`src/rtl/ic_bvsge_udiv_witness_seq_pkg.sv`:
```
// Shared types and helpers for the (x udiv s) >=s t witness generator.
package ic_pkg;

    typedef enum logic [1:0] {
        IDLE = 2'd0,
        DIV  = 2'd1,
        CMP  = 2'd2,
        DONE = 2'd3
    } state_t;

    // Largest signed value representable in w bits (0111..1).
    function automatic logic [31:0] max_s(input int unsigned w);
        return (32'd1 << (w - 1)) - 32'd1;
    endfunction

    function automatic logic sge(input logic signed [31:0] a, input logic signed [31:0] b);
        return a >= b;
    endfunction

endpackage

```
`src/rtl/ic_bvsge_udiv_witness_seq_udiv.sv`:
```
// Bit-serial restoring unsigned divider, one quotient bit per cycle, MSB first.
// Division by zero yields an all-ones quotient.
module udiv_restoring_serial #(
    parameter int unsigned W = 4
) (
    input  logic         clk,
    input  logic         rst,
    input  logic         i_start,
    input  logic [W-1:0] i_dividend,
    input  logic [W-1:0] i_divisor,
    output logic         o_busy,
    output logic         o_done,
    output logic [W-1:0] o_quotient
);
    localparam int unsigned CW = $clog2(W);

    logic [CW-1:0] r_cnt;
    logic [W-1:0]  r_rem;
    logic [W-1:0]  r_dvd;
    logic [W-1:0]  r_dvs;
    logic [W-1:0]  r_q;
    logic          r_busy;
    logic          r_done;
    logic          r_zero;
    logic [W:0]    w_shift;
    logic [W:0]    w_diff;

    // Extra top bit of w_diff is the borrow: set when the shifted remainder is below the divisor.
    always_comb begin
        w_shift = {r_rem, r_dvd[r_cnt]};
        w_diff  = w_shift - {1'b0, r_dvs};
    end

    always_ff @(posedge clk) begin
        if (rst) begin
            r_cnt  <= '0;
            r_rem  <= '0;
            r_dvd  <= '0;
            r_dvs  <= '0;
            r_q    <= '0;
            r_busy <= 1'b0;
            r_done <= 1'b0;
            r_zero <= 1'b0;
        end else if (i_start) begin
            r_cnt  <= CW'(W - 1);
            r_rem  <= '0;
            r_dvd  <= i_dividend;
            r_dvs  <= i_divisor;
            r_q    <= '0;
            r_busy <= 1'b1;
            r_done <= 1'b0;
            r_zero <= (i_divisor == '0);
        end else if (r_busy) begin
            if (!w_diff[W]) begin
                r_rem        <= w_diff[W-1:0];
                r_q[r_cnt]   <= 1'b1;
            end else begin
                r_rem <= w_shift[W-1:0];
            end
            if (r_cnt == '0) begin
                r_busy <= 1'b0;
                r_done <= 1'b1;
            end else begin
                r_cnt <= r_cnt - 1'b1;
            end
        end else begin
            r_done <= 1'b0;
        end
    end

    assign o_busy     = r_busy;
    assign o_done     = r_done;
    assign o_quotient = r_zero ? '1 : r_q;

endmodule

```
`src/rtl/ic_bvsge_udiv_witness_seq.sv`:
```
// Sequential Skolem witness generator for (x udiv s) >=s t: picks the quotient-maximising x,
// divides it by s on a serial divider and reports satisfiability with the checked quotient.
module ic_bvsge_udiv_witness_seq
    import ic_pkg::*;
#(
    parameter int unsigned W       = 4,
    parameter bit          LAT_FIX = 1'b1
) (
    input  logic         clk,
    input  logic         rst,
    input  logic         in_valid,
    output logic         in_ready,
    input  logic [W-1:0] in_s,
    input  logic [W-1:0] in_t,
    output logic         out_valid,
    input  logic         out_ready,
    output logic         out_sat,
    output logic [W-1:0] out_x,
    output logic [W-1:0] out_q
);
    localparam logic [W-1:0] MAX_S = W'(max_s(W));

    state_t       r_state;
    state_t       w_next;
    logic [W-1:0] r_s;
    logic [W-1:0] r_t;
    logic [W-1:0] r_x;
    logic         r_short;
    logic         r_out_sat;
    logic [W-1:0] r_out_x;
    logic [W-1:0] r_out_q;

    logic         w_accept;
    logic [W-1:0] w_x_in;
    logic         w_short_in;
    logic         w_div_rst;
    logic         w_div_busy;
    logic         w_div_done;
    logic [W-1:0] w_div_q;
    logic [W-1:0] w_q_res;

    assign w_accept   = in_valid && in_ready;
    assign w_x_in     = (in_s == W'(1)) ? MAX_S : '1;
    assign w_short_in = !LAT_FIX && (in_s <= W'(1));
    // Divider is held cleared while idle so no stale state lingers between requests.
    assign w_div_rst  = rst || ((r_state == IDLE) && !w_accept);
    assign w_q_res    = r_short ? ((r_s == '0) ? '1 : MAX_S) : w_div_q;

    udiv_restoring_serial #(.W(W)) u_div (
        .clk        (clk),
        .rst        (w_div_rst),
        .i_start    (w_accept && !w_short_in),
        .i_dividend (w_x_in),
        .i_divisor  (in_s),
        .o_busy     (w_div_busy),
        .o_done     (w_div_done),
        .o_quotient (w_div_q)
    );

    always_ff @(posedge clk) begin
        if (rst) r_state <= IDLE;
        else     r_state <= w_next;
    end

    always_comb begin
        w_next = r_state;
        unique case (r_state)
            IDLE: if (w_accept) w_next = DIV;
            DIV:  if (r_short || (w_div_done && !w_div_busy)) w_next = CMP;
            CMP:  w_next = DONE;
            DONE: if (out_ready) w_next = IDLE;
            default: w_next = IDLE;
        endcase
    end

    always_comb begin
        in_ready  = (r_state == IDLE);
        out_valid = (r_state == DONE);
        out_sat   = r_out_sat;
        out_x     = r_out_x;
        out_q     = r_out_q;
    end

    always_ff @(posedge clk) begin
        if (rst) begin
            r_s       <= '0;
            r_t       <= '0;
            r_x       <= '0;
            r_short   <= 1'b0;
            r_out_sat <= 1'b0;
            r_out_x   <= '0;
            r_out_q   <= '0;
        end else begin
            if (w_accept) begin
                r_s     <= in_s;
                r_t     <= in_t;
                r_x     <= w_x_in;
                r_short <= w_short_in;
            end
            if (r_state == CMP) begin
                r_out_x   <= r_x;
                r_out_q   <= w_q_res;
                r_out_sat <= sge(32'($signed(w_q_res)), 32'($signed(r_t)));
            end
        end
    end

endmodule

```
`config.mk`:
```
export PLATFORM = sky130hd
export DESIGN_NAME = ic_bvsge_udiv_witness_seq
export DESIGN_NICKNAME = d
export VERILOG_FILES = /design/src/rtl/ic_bvsge_udiv_witness_seq_pkg.sv /design/src/rtl/ic_bvsge_udiv_witness_seq_udiv.sv /design/src/rtl/ic_bvsge_udiv_witness_seq.sv
export SDC_FILE = /design/constraint.sdc
export NUM_CORES = 1
export LEC_CHECK = 0
export ABC_CLOCK_PERIOD_IN_PS = 5700
export BUFFER_PORTS_ARGS = -buffer_cell sky130_fd_sc_hd__clkbuf_2
export CAP_MARGIN = 20
export CORE_AREA = 2 2 61 63
export DETAILED_ROUTE_END_ITERATION = 10
export DIE_AREA = 0 0 63 65
export GPL_ROUTABILITY_DRIVEN = 0
export HOLD_SLACK_MARGIN = 0.06
export PLACE_DENSITY_LB_ADDON = 0.08
export SLEW_MARGIN = 20
export SYNTH_ARGS = -nofsm -noshare
export SYNTH_HDL_FRONTEND = slang
export SYNTH_SLANG_ARGS = --single-unit
export TNS_END_PERCENT = 100
```
`constraint.sdc`:
```
create_clock -name clk -period 5.7 [get_ports clk]
set_clock_uncertainty 0.2 [all_clocks]
set_input_delay 0.285 -clock clk [delete_from_list [all_inputs] [get_ports clk]]
set_output_delay 0.285 -clock clk [all_outputs]
set_load 0.02 [all_outputs]
```
==> metrics.md, run 1 <==
| Metric | Value |
|---|---|
| VDD IR-drop max | approximately 0.00031 V |
| Int Pwr | 0.563 mW |
| Clk buf depth | 2 |
| CP arrival | about 2.8 ns |
| Worst Tran Pin Value | 0.535 ns |
| Die area | 0.00410 mm² |
| Status | complete, no violations |
| Initial Util | between 40 and 50% |
| Crit. End Element | flop |
| Minimum clock period | about 2.7 ns |
| Cell area after layout | 0.00199 mm² |
| Synth Area in Adders | between 10% and 20% |
| Worst setup margin | between 2 and 3 ns |
| Pwr Density | 452 mW/mm² |
| XOR/XNOR Fraction of Synth Area | 2.54% |
| Critical path type | flop to flop |
| Clock Latency Late Sink | 0.33 ns |
| IO Pins | 23 |
| Die Ht | roughly 65 µm |
| CTS buffer count | 5 |
| Crit start category | flop |
| Sw Ratio | between 30% and 40% |
| Register bit total from synthesis | 34 |
| Period utilization | 47.7% |
| Antenna violations before repair | 0 |
| Post-Synth Simple-Gate Area | 19.5% |
| Pre-antenna DRT Iters | 6 |
| Final Hold Vio Count | 0 |
| DR DRC count | 0 |
| Post-synthesis mux area share | 3.58% |
| Post-Syn Area | 0.00168 mm² |
| Syn_nets | 223 |
| Cells after Synth | 194 |
| Fmax | 368 MHz |
| Combinational cell fraction of total power | between 30% and 40% |
| CTS tree | built |
| Drt total wl | about 3.3 mm |
| Largest family of logic cells by synthesized area | simple AND/OR/NAND/NOR gates |
| WL/cell | 12.1 µm |
| Place WS | between 2 and 3 ns |
| Number of global-route vias before repair | 1240 |
| RSZ-0062 raised after global routing | false |
| Sink Count | 34 |
| Final Slew Violations | 0 |
| Via/cell ratio | between 4 and 5 |
| ANT nets after route | 0 |
| Worst-path maximum fanout | 8 |
| Post-CTS Resized | 0 |
| Commonest cells after routing, fill and taps aside | 34 x dfxtp_1, 26 x nor2_1, 22 x clkbuf_2, 19 x nand2_1, 19 x a21oi_1 |
| Core Region | 0.00350 mm² |
| Average instance area after synthesis | 8.65 µm² |
| Routed vias | 1331 |
| Compound-Gate Fraction of Synth Area | around 15% |
| Pwr Total | 0.901 mW |
| Ant diodes | 0 |
| Worst Hold Class | input pin to flop |
| Commonest non-fill, non-tap cell in the layout | dfxtp_1 |
| Die width | 63 µm |
| Count of different cell masters after synthesis | 35 |
| H-tree depth | 2 |
| Area delta synth->final | 18.7% |
| Clk pin slew, worst setup/hold paths | 0.10 ns |
| Nets | 250 |
| Register area share after synthesis | 40.6% |
| WP data required | 5.75 ns |
| Port bufs | 22 |
| Global-route wire length before repair | about 5.6 mm |
| Clock Root Buffer | clkbuf_4 |
| GRT overflow | 0 |
| Final setup fails | 0 |
| Initial drt markers | 36 |
| HPWL Detailed | 2.38 mm |
| Num rows | 22 |
| Final core utilization | 57.0% |
| Placed standard-cell area | 0.00180 mm² |
| Part of the power in registers | 35.9% |
| Leakage | 0.814 nW |
| Max-cap violations | 0 |
| Slew headroom | 64.3% |
| Largest net degree at the start of global routing | 28 |
| TNS Setup | 0 ns |
| Share of cells above drive strength 1 | 18.5% |
| NetSw | 0.338 mW |
| Clock share of power | between 20% and 30% |
| Yosys warnings | 0 |
| All-Layer GR Usage | 17.6% |
[critical path: stages (launching register included)]
cell      delay, ns
dfxtp_1        0.45
nand2_1        0.10
mux2i_1        0.14
ha_1           0.24
fa_1           0.43
nand2b_1       0.18
a21oi_2        0.23
xor2_2         0.35
nand3_1        0.13
a31oi_1        0.19
[kinds of logic (layout without fill, tap and decap cells)]
group	Yosys count	in the layout
xor+xnor	4	4
fa+ha+maj	17	17
compound gates	39	39
mux	6	6
buf+inv	24	52
simple gates	70	70
flops	34	34
[final cells by class]
class,instances,area [µm²]
sequential,34,681
clock buffer,6,51.3
inverter,14,52.6
multi-input combinational,136,897
clock inverter,2,60.1
tap,48,60.1
fill,334,1500
timing repair buffer,30,190
[per-layer routing]
| metal | GRT usage (%) | wire, µm | share of wire, % |
|---|---|---|---|
| met1 | 22.8 | 1610 | 49 |
| met2 | 28.6 | 1500 | 46 |
| met3 | 3.65 | 91 | 2.8 |
| met4 | 7.50 | 57 | 1.8 |
| met5 | 0 | 0 | 0 |
[Yosys cell counts]
cell type,count,area share [%]
a31o_2,1,0.52
nor2_1,26,5.8
nand3b_1,1,0.45
xor2_2,1,0.97
nand3_1,6,1.8
o311ai_0,1,0.52
buf_2,2,0.60
or2b_2,1,0.52
o21ai_0,4,1.2
inv_1,13,2.9
xor2_1,1,0.52
a211oi_1,3,1.3
a21oi_2,1,0.52
nand2_1,19,4.3
xnor2_1,2,1.0
a21oi_1,19,5.7
o211ai_1,1,0.45
a21o_1,1,0.45
and2_1,1,0.37
clkinv_1,1,0.22
nand4b_1,3,1.6
ha_1,16,12
dfxtp_1,34,41
nor3_1,1,0.30
a311oi_2,1,0.89
a221oi_2,1,0.89
fa_1,1,1.2
a31oi_1,6,2.2
clkbuf_1,6,1.3
nand2_2,1,0.37
nand2b_1,5,1.9
buf_4,2,0.89
nor2b_1,2,0.75
mux2i_1,6,3.6
or2_2,4,1.5
[sequential cells by signal (all words and copies together), names as in the netlist]
signal	count
out_q	4
out_sat	1
out_x	2
r_state	2
r_t	4
r_x	2
u_div.o_busy	1
u_div.o_done	1
u_div.r_cnt	2
u_div.r_dvd	2
u_div.r_dvs	4
u_div.r_q	4
u_div.r_rem	4
u_div.r_zero	1
[per-stage QoR]
stage | cells | hold WS (ns)
after global placement | 254 | 0.240
final | 270 | 0.0954
after floorplan | 194 | 0.221
after global routing | 270 | 0.105
after CTS | 270 | 0.0857
after detailed placement | 254 | 0.252
[power groups by stage]
stage	Clock, mW	Combinational, mW	Sequential (mW)
floorplan	0	0.273	0.323
global placement	0	0.334	0.325
detailed placement	0	0.343	0.328
CTS	0.235	0.349	0.323
global route	0.245	0.397	0.329
finish	0.229	0.348	0.323
[worst paths after layout]
kind,from,to,slack (ns),cells after the start
setup / recovery,u_div.r_cnt[0],u_div.r_rem[2],2.98,9
hold / removal,in_valid,u_div.r_dvs[3],0.1,3
setup reg to reg,u_div.r_cnt[0],u_div.r_rem[2],2.98,9
hold reg to reg,u_div.r_dvs[2],u_div.r_dvs[2],0.27,2
[what timing repair did]
item,4_1_cts,5_1_grt
buffers inserted,0,0
hold endpoints to repair,8,0
hold buffers,8,0
(Power assumes the default switching activity.)
==> run 2: changes to the inputs <==
Settings changed: ABC_CLOCK_PERIOD_IN_PS 5700 to 2200.
Clock period 5.7 ns to 2.2 ns, I/O delays scaled along.
==> run 2 against run 1 <==
Effect of this change:
- the run now ends with setup timing left
- first-iteration DRC count increased by 22%
- global-route usage increased by 1.2 points
- hold slack improved by 0.17 ns
- register-to-register slack got worse by 3.0 ns
- clock power increased to 2.5 times the previous value
- via count increased by 6.8%
- wire length increased by 8.4%
- critical path type unchanged
==> metrics.md, run 2 (same netlist as run 1, synthesis figures left out) <==
| Metric | Value |
|---|---|
| Status | complete, but fails checks |
| Violated checks | setup timing |
| Initial drt markers | 44 |
| Clk buf depth | 2 |
| Cell area after layout | 0.00215 mm² |
| Crit path cell chain | nand2_2 -> mux2i_1 -> ha_2 -> fa_2 -> nand2b_4 -> a21oi_4 -> xnor2_2 -> nand2_1 -> a311oi_2 |
| Commonest cells after routing, fill and taps aside | 32 x dfxtp_1, 26 x nor2_1, 22 x clkbuf_2, 19 x a21oi_1, 18 x nand2_1 |
| H-tree depth | 2 |
| WP data required | 2.26 ns |
| TNS Setup | -0.117 ns |
| Leakage | between 0.8 and 0.9 nW |
| Final Hold Vio Count | 0 |
| Critical-path cell with the highest stage delay | dfxtp_2 |
| Share of cells above drive strength 1 | 23.1% |
| VDD IR-drop max | 0.000751 V |
| ANT nets after route | 0 |
| Max-cap violations | 0 |
| Port bufs | 22 |
| Worst setup margin | -0.0268 ns |
| All-Layer GR Usage | 18.9% |
| Final core utilization | between 60% and 70% |
| Number of global-route vias before repair | 1311 |
| Die Ht | 65 µm |
| Die area | 0.00410 mm² |
| DR DRC count | 0 |
| Slew headroom | 66.0% |
| Metal3 WL | just over 90 µm |
| Critical path type | flop to flop |
| Clk pin slew, worst setup/hold paths | around 0.11 ns |
| Final Slew Violations | 0 |
| Clock Root Buffer | clkbuf_4 |
| Sink Count | 34 |
| Clock Latency Late Sink | about 0.34 ns |
| Fmax | about 450 MHz |
| GRT overflow | 0 |
| CP arrival | 2.29 ns |
| Via/cell ratio | 5.04 |
| Nets | 262 |
| Crit. End Element | flop |
| Wire length on met1 | 1.64 mm |
| Commonest non-fill, non-tap cell in the layout | dfxtp_1 |
| Layout fillers | 319 |
| Multi-input gate area | 946 µm² |
| Sequential cell area | 683 µm² |
| Placed standard-cell area | approximately 0.0019 mm² |
| Num rows | 22 |
| Antenna violations before repair | 0 |
| Ant diodes | 0 |
| Die width | 63 µm |
| CTS tree | built |
| Worst Tran Pin Value | ~0.51 ns |
| Critical Path Max Stage Delay | 0.35 ns |
| RSZ-0062 raised after global routing | true |
| Core Region | 0.00350 mm² |
| Crit start category | flop |
| IO Pins | 23 |
| Largest net degree at the start of global routing | 18 |
| Met2 WL | 1.72 mm |
| Global-route wire length before repair | between 5 and 6 mm |
| CTS buffer count | 5 |
| Final setup fails | 6 |
| Initial Util | 48.0% |
| Period utilization | 101% |
| Pwr Density | about 1200 mW/mm² |
| Top layer in use | met4 |
| Area delta synth->final | 28.1% |
| Pre-antenna DRT Iters | 4 |
| Worst-path maximum fanout | 4 |
| Routed vias | 1421 |
| Drt total wl | 3.53 mm |
| WL/cell | 12.5 µm |
| Minimum clock period | 2.23 ns |
| Worst Hold Class | flop to flop |
| HPWL Detailed | about 2.5 mm |
-- run 2: cell type report --
cell class / instances / area share [%]
sequential: 34 / 31.8
multi-input combinational: 136 / 44.0
timing repair buffer: 42 / 14.0
clock buffer: 5 / 1.75
tap: 48 / 2.79
clock inverter: 3 / 3.20
inverter: 14 / 2.44
-- run 2: path summary, 6_finish.rpt --
kind,startpoint,slack [ns],depth (start not counted),endpoint
max,u_div.r_cnt[0],-0.03,9,u_div.r_rem[3]
min,u_div.r_dvs[3],0.26,2,u_div.r_dvs[3]
max reg2reg,u_div.r_cnt[0],-0.03,9,u_div.r_rem[3]
min reg2reg,u_div.r_dvs[3],0.26,2,u_div.r_dvs[3]
-- run 2: power by group --
group / internal (mW) / switching, mW / total (mW)
logic: 0.451 / 0.612 / 1.06
clock network: 0.355 / 0.227 / 0.582
registers: 0.734 / 0.0953 / 0.829
-- run 2: per-layer routing --
layer / vias up / track usage (%)
met2: 22 / 30.6
met4: 0 / 10.0
met5: - / 0
li1: 733 / -
met1: 659 / 23.8
met3: 7 / 3.65
-- run 2: what timing repair did --
| action | in CTS | in global routing |
|---|---|---|
| hold buffers | 15 | 0 |
| setup endpoints to repair | 8 | 8 |
| hold endpoints to repair | 22 | 0 |
| pin swaps | 3 | 0 |
| setup buffers | 1 | 0 |
| resized for setup | 3 | 1 |
-- run 2: metrics by stage --
stage / instances / total power [mW] / hold WS [ns] / setup slack [ns]
floorplan: 194 / 1.61 / 0.0460 / -0.0333
global placement: 258 / 1.81 / 0.135 / -0.0108
detailed placement: 258 / 1.85 / 0.144 / -0.0752
CTS: 282 / 2.49 / 0.266 / -0.0403
global route: 282 / 2.66 / 0.292 / -0.136
finish: 282 / 2.47 / 0.265 / -0.0268
-- run 2: worst max-delay path: cells and delay by family, from the launching register on --
| kind | cells | cell delay (ns) |
|---|---|---|
| fa+ha+maj | 2 | 0.52 |
| compound gates | 2 | 0.47 |
| flops | 1 | 0.35 |
| simple gates | 3 | 0.31 |
| xor+xnor | 1 | 0.18 |
| mux | 1 | 0.13 |
